<file path="src/rtl/or_pair_sequencer_pkg.sv">
`default_nettype none
// ============================================================================
//  Module : or_pkg
//  Brief  : Shared types and helpers for the OR-gate pair sequencer.
//  Rev    : 1.0  initial release
// ============================================================================
package or_pkg;

    typedef enum logic [1:0] {
        IDLE = 2'd0,
        RUN  = 2'd1,
        DONE = 2'd2
    } seq_state_e;

    function automatic int num_pairs(input int n);
        return n * (n + 1) / 2;
    endfunction

endpackage
`default_nettype wire

</file>
<file path="src/rtl/or_pair_sequencer.sv">
`default_nettype none
// ============================================================================
//  Module : or_pair_sequencer
//  Brief  : Latches an N-bit vector and streams every (i, j>=i) operand pair
//           over valid/ready. Define OR_PAIR_REF_EN to register out_y = a|b.
//  Rev    : 1.0  initial release
// ============================================================================
module or_pair_sequencer
    import or_pkg::*;
#(
    parameter  int N  = 4,
    localparam int IW = (N > 1) ? $clog2(N) : 1,
    localparam int NP = num_pairs(N),
    localparam int CW = $clog2(NP + 1)
) (
    input  logic          clk,
    input  logic          rst_n,
    input  logic          start,
    input  logic [N-1:0]  vec_in,
    output logic          busy,
    output logic          out_valid,
    input  logic          out_ready,
    output logic          out_a,
    output logic          out_b,
    output logic [IW-1:0] out_i,
    output logic [IW-1:0] out_j,
    output logic          out_y,
    output logic [CW-1:0] pair_cnt,
    output logic          done
);

    localparam logic [IW-1:0] c_last_idx = IW'(N - 1);

    seq_state_e    r_state, w_state_nxt;
    logic [N-1:0]  r_vec,   w_vec_nxt;
    logic [IW-1:0] r_i,     w_i_nxt;
    logic [IW-1:0] r_j,     w_j_nxt;
    logic [CW-1:0] r_cnt,   w_cnt_nxt;
    logic          r_a,     w_a_nxt;
    logic          r_b,     w_b_nxt;
    logic [IW-1:0] w_i_inc, w_j_inc;

    assign w_i_inc = r_i + IW'(1);
    assign w_j_inc = r_j + IW'(1);

    // Payload for the next pair is computed here so it lands in the output
    // registers on the same edge that retires the current pair.
    always_comb begin
        w_state_nxt = r_state;
        w_vec_nxt   = r_vec;
        w_i_nxt     = r_i;
        w_j_nxt     = r_j;
        w_cnt_nxt   = r_cnt;
        w_a_nxt     = r_a;
        w_b_nxt     = r_b;
        case (r_state)
            IDLE: begin
                if (start) begin
                    w_vec_nxt   = vec_in;
                    w_i_nxt     = '0;
                    w_j_nxt     = '0;
                    w_cnt_nxt   = '0;
                    w_a_nxt     = vec_in[0];
                    w_b_nxt     = vec_in[0];
                    w_state_nxt = RUN;
                end
            end
            RUN: begin
                if (out_ready) begin
                    w_cnt_nxt = r_cnt + CW'(1);
                    if (r_j < c_last_idx) begin
                        w_j_nxt = w_j_inc;
                        w_b_nxt = r_vec[w_j_inc];
                    end else if (r_i < c_last_idx) begin
                        w_i_nxt = w_i_inc;
                        w_j_nxt = w_i_inc;
                        w_a_nxt = r_vec[w_i_inc];
                        w_b_nxt = r_vec[w_i_inc];
                    end else begin
                        w_state_nxt = DONE;
                    end
                end
            end
            DONE:    w_state_nxt = IDLE;
            default: w_state_nxt = IDLE;
        endcase
    end

    always_ff @(posedge clk or negedge rst_n) begin
        if (!rst_n) begin
            r_state <= IDLE;
            r_vec   <= '0;
            r_i     <= '0;
            r_j     <= '0;
            r_cnt   <= '0;
            r_a     <= 1'b0;
            r_b     <= 1'b0;
        end else begin
            r_state <= w_state_nxt;
            r_vec   <= w_vec_nxt;
            r_i     <= w_i_nxt;
            r_j     <= w_j_nxt;
            r_cnt   <= w_cnt_nxt;
            r_a     <= w_a_nxt;
            r_b     <= w_b_nxt;
        end
    end

`ifdef OR_PAIR_REF_EN
    logic r_y;

    always_ff @(posedge clk or negedge rst_n) begin
        if (!rst_n) begin
            r_y <= 1'b0;
        end else begin
            r_y <= w_a_nxt | w_b_nxt;
        end
    end

    assign out_y = r_y;
`else
    assign out_y = 1'b0;
`endif

    assign busy      = (r_state != IDLE);
    assign out_valid = (r_state == RUN);
    assign done      = (r_state == DONE);
    assign out_a     = r_a;
    assign out_b     = r_b;
    assign out_i     = r_i;
    assign out_j     = r_j;
    assign pair_cnt  = r_cnt;

endmodule
`default_nettype wire
</file>
<file path="config.mk">
export PLATFORM = sky130hd
export DESIGN_NAME = or_pair_sequencer
export DESIGN_NICKNAME = d
export VERILOG_FILES = /design/src/rtl/or_pair_sequencer_pkg.sv /design/src/rtl/or_pair_sequencer.sv
export SDC_FILE = /design/constraint.sdc
export NUM_CORES = 1
export LEC_CHECK = 0
export ABC_AREA = 1
export CAP_MARGIN = 20
export CORE_MARGIN = 2
export CORE_UTILIZATION = 60
export CTS_CLUSTER_DIAMETER = 120
export DETAILED_ROUTE_END_ITERATION = 16
export DONT_BUFFER_PORTS = 1
export PLACE_DENSITY = 0.77
export REMOVE_ABC_BUFFERS = 1
export SLEW_MARGIN = 0
export SYNTH_ARGS = -nofsm -noshare
export SYNTH_HDL_FRONTEND = slang
export SYNTH_SLANG_ARGS = --single-unit
</file>
<file path="constraint.sdc">
create_clock -name clk -period 1.5 [get_ports clk]
set_input_delay 0.45 -clock clk [delete_from_list [all_inputs] [get_ports clk]]
set_output_delay 0.45 -clock clk [all_outputs]
set_load 0.01 [all_outputs]
</file>
==> run_results.csv <==
group,metric,value,unit
run_status,status,"finished clean",
clocking,clockBufferDepth,2,
timing,fin_skew,0.00428,ns
timing,hold_viol,0,
place,gp_congestion,0.795,
pwr,pwr_density_cell,2190,mW/mm^2
global_route,overflow,0,
clocking,cts.sinks,16,
hold_path,hp-class,"input pin to register",
place,place_area,976,um^2
global_route,grt_antenna_before_repair,0,
logic_synthesis,post_synth_inst_count,121,
clocking,clkLatencyLatePin,0.28,ns
clocking,htree_levels,1,
drt,drcViolationCount,0,
pwr,ir_worst_vdd,1.19,mV
place,dp.final_hpwl,1.40,mm
global_route,grt_pass1_vias,737,
timing,finalSetupViolCount,0,
die,die-height,43.7,um
timing,slew_headroom,51.4,%
global_route,grt_max_degree,17,
setup_path,cp_slowest_cell,"dfrtp_2",
global_route,grt_usage,20.9,%
layout,num_antenna_cells,0,
drt,via_per_inst,5.28,
logic_synthesis,yosysTopAreaCellShare,42.4,%
logic_synthesis,yosysTopAreaCell,"dfrtp_1",
logic_synthesis,synth-seq-cells,16,
setup_path,max_stage_delay,0.43,ns
clocking,path_clk_slew,0.10,ns
drt,drtAntennaViolNets,0,
die,die_area,0.00191,mm^2
setup_path,required,1.05,ns
global_route,grt_pass1_wl,3.01,mm
clocking,cts_tree,"built",
logic_synthesis,yosysSeqAreaShare,42.4,%
drt,wl_per_cell,11.9,um
timing,slew_violations,0,
drt,drt_pass1_iterations,4,
layout,stdcell_area,0.00104,mm^2
die,ioPinCount,22,
drt,finalWirelength,1.73,mm
clocking,cts-buffers-inserted,3,
timing,fmax,692,MHz
setup_path,crit_type,"register to output port",
logic_synthesis,synth.avg_cell_area,7.81,um^2
setup_path,worstSetupStartpointType,"register",
die,die_w,43.7,um
run,drv_cap,0,
timing,min_period_over_period,96.3,%
logic_synthesis,synth_area,945,um^2
clocking,cts_root_buffer,"clkbuf_4",
layout,area_delta_synth_final,10.2,%
timing,finalCriticalPeriod,1.44,ns
die,initial_core_util,63.4,%
timing,tightest_slew,0.727,ns
timing,timing.setup.tns,0,ns
die,core_area,0.00149,mm^2
layout,finalNetCount,142,
drt,drtIter0Drc,17,
logic_synthesis,ys_types,24,
timing,rsz0062_at_grt,"false",
pwr,leakagePower,0.000526,uW
setup_path,path_max_fanout,5,
logic_synthesis,yosysWarningCount,0,
place,numPortBuffers,0,
setup_path,worstPathCellList,"inv_2 -> nor2_4 -> buf_6",
drt,via_count,765,
setup_path,critPathCaptureType,"output port",
layout,layout-drive-gt1-share,22.5,%
die,rows,14,
setup_path,cp.arrival,0.99,ns
logic_synthesis,synth_area_leaders,"dfrtp_1 42%, nand2_1 9.5%, inv_1 7.9%",
path summary, 6_finish.rpt:
| path | from | to | slack, ns | cells after the start |
|---|---|---|---|---|
| setup / recovery | r_state[0] | out_valid | 0.06 | 3 |
| hold / removal | vec_in[3] | r_vec[3] | 0.29 | 2 |
| setup reg to reg | out_i[1] | out_a | 0.16 | 6 |
| hold reg to reg | r_vec[0] | r_vec[0] | 0.55 | 2 |
| max in group asynchronous | rst_n | r_state[1] | 0.34 | 1 |
| min in group asynchronous | rst_n | r_state[0] | 0.66 | 1 |
final cells by class:
type,count,area (um^2)
multi-input combinational,80,442
sequential,16,405
tap,16,20.0
inverter,23,86.3
clock buffer,4,36.3
timing repair buffer,6,51.3
fill,114,448
cell usage in the layout, fill, tap and decap left out, drive strengths merged:
cell / instances
nand2: 28
inv: 23
dfrtp: 16
o21ai: 15
nor2: 14
nand3: 8
buf: 5
ha: 4
clkbuf: 4
a21oi: 3
nor3: 2
a31oi: 1
nand4: 1
o211ai: 1
o31ai: 1
nand3b: 1
conb: 1
dlygate4sd3: 1
critical path: cells and delay by family, from the launching register on:
kind,cells,cell delay [ns]
buffers and inverters,2,0.18
and+or+nand+nor,1,0.11
DFF,1,0.43
power breakdown:
part | total (uW) | leakage, uW | internal, uW | switching, uW
logic | 1160 | 0.000313 | 465 | 698
registers | 840 | 0.000193 | 633 | 207
clock network | 281 | 0.0000210 | 147 | 134
total | 2280 | 0.000526 | 1240 | 1040
state kept, by name (all words and copies together) (netlist names):
signal	count
out_a	1
out_b	1
out_i	2
out_j	2
pair_cnt	4
r_state	2
r_vec	4
cells in the mapped netlist, drive strengths merged:
library cell,n
o31ai,1
nand2,28
nor2,14
inv,23
o211ai,1
a31oi,1
a21oi,3
nand3,8
buf,2
o21ai,15
nand3b,1
ha,4
nor3,2
dfrtp,16
conb,1
nand4,1
logic make-up (layout without fill, tap and decap cells):
kind of cell    count (synthesis)  count (layout)  share of synthesized area, %
compound gates                 21              21                          12.3
other cells                     1               1                         0.397
flops                          16              16                          42.4
buf+inv                        25              33                          11.1
fa+ha+maj                       4               4                          5.30
simple gates                   54              54                          28.5
repair_timing:
item,in CTS,in global routing
hold endpoints to repair,16,0
endpoints found under the setup margin,1,3
setup buffers,1,0
pin swaps,1,0
hold buffers,1,0
resized for setup,1,5
through the flow:
step	worst slack (ns)	hold slack, ns	cells	util, %	power (uW)
6_report	0.0552	0.295	145	69.9	2280
5_1_grt	0.00743	0.305	145	69.9	2510
4_1_cts	0.0327	0.293	145	69.2	2280
3_5_place_dp	0.123	0.155	139	65.5	1960
3_3_place_gp	0.134	0.155	139	65.5	1920
2_1_floorplan	0.182	0.154	119	-	1680
per-layer routing:
metal	global-route usage, %	part of all wire [%]	up-vias
met4	9.09	0.98	0
met3	2.92	3.7	2
met1	26.9	46	353
met2	35.0	49	15
met5	0	0	-
li1	-	-	395
Power figures use the tool's default switching activity.
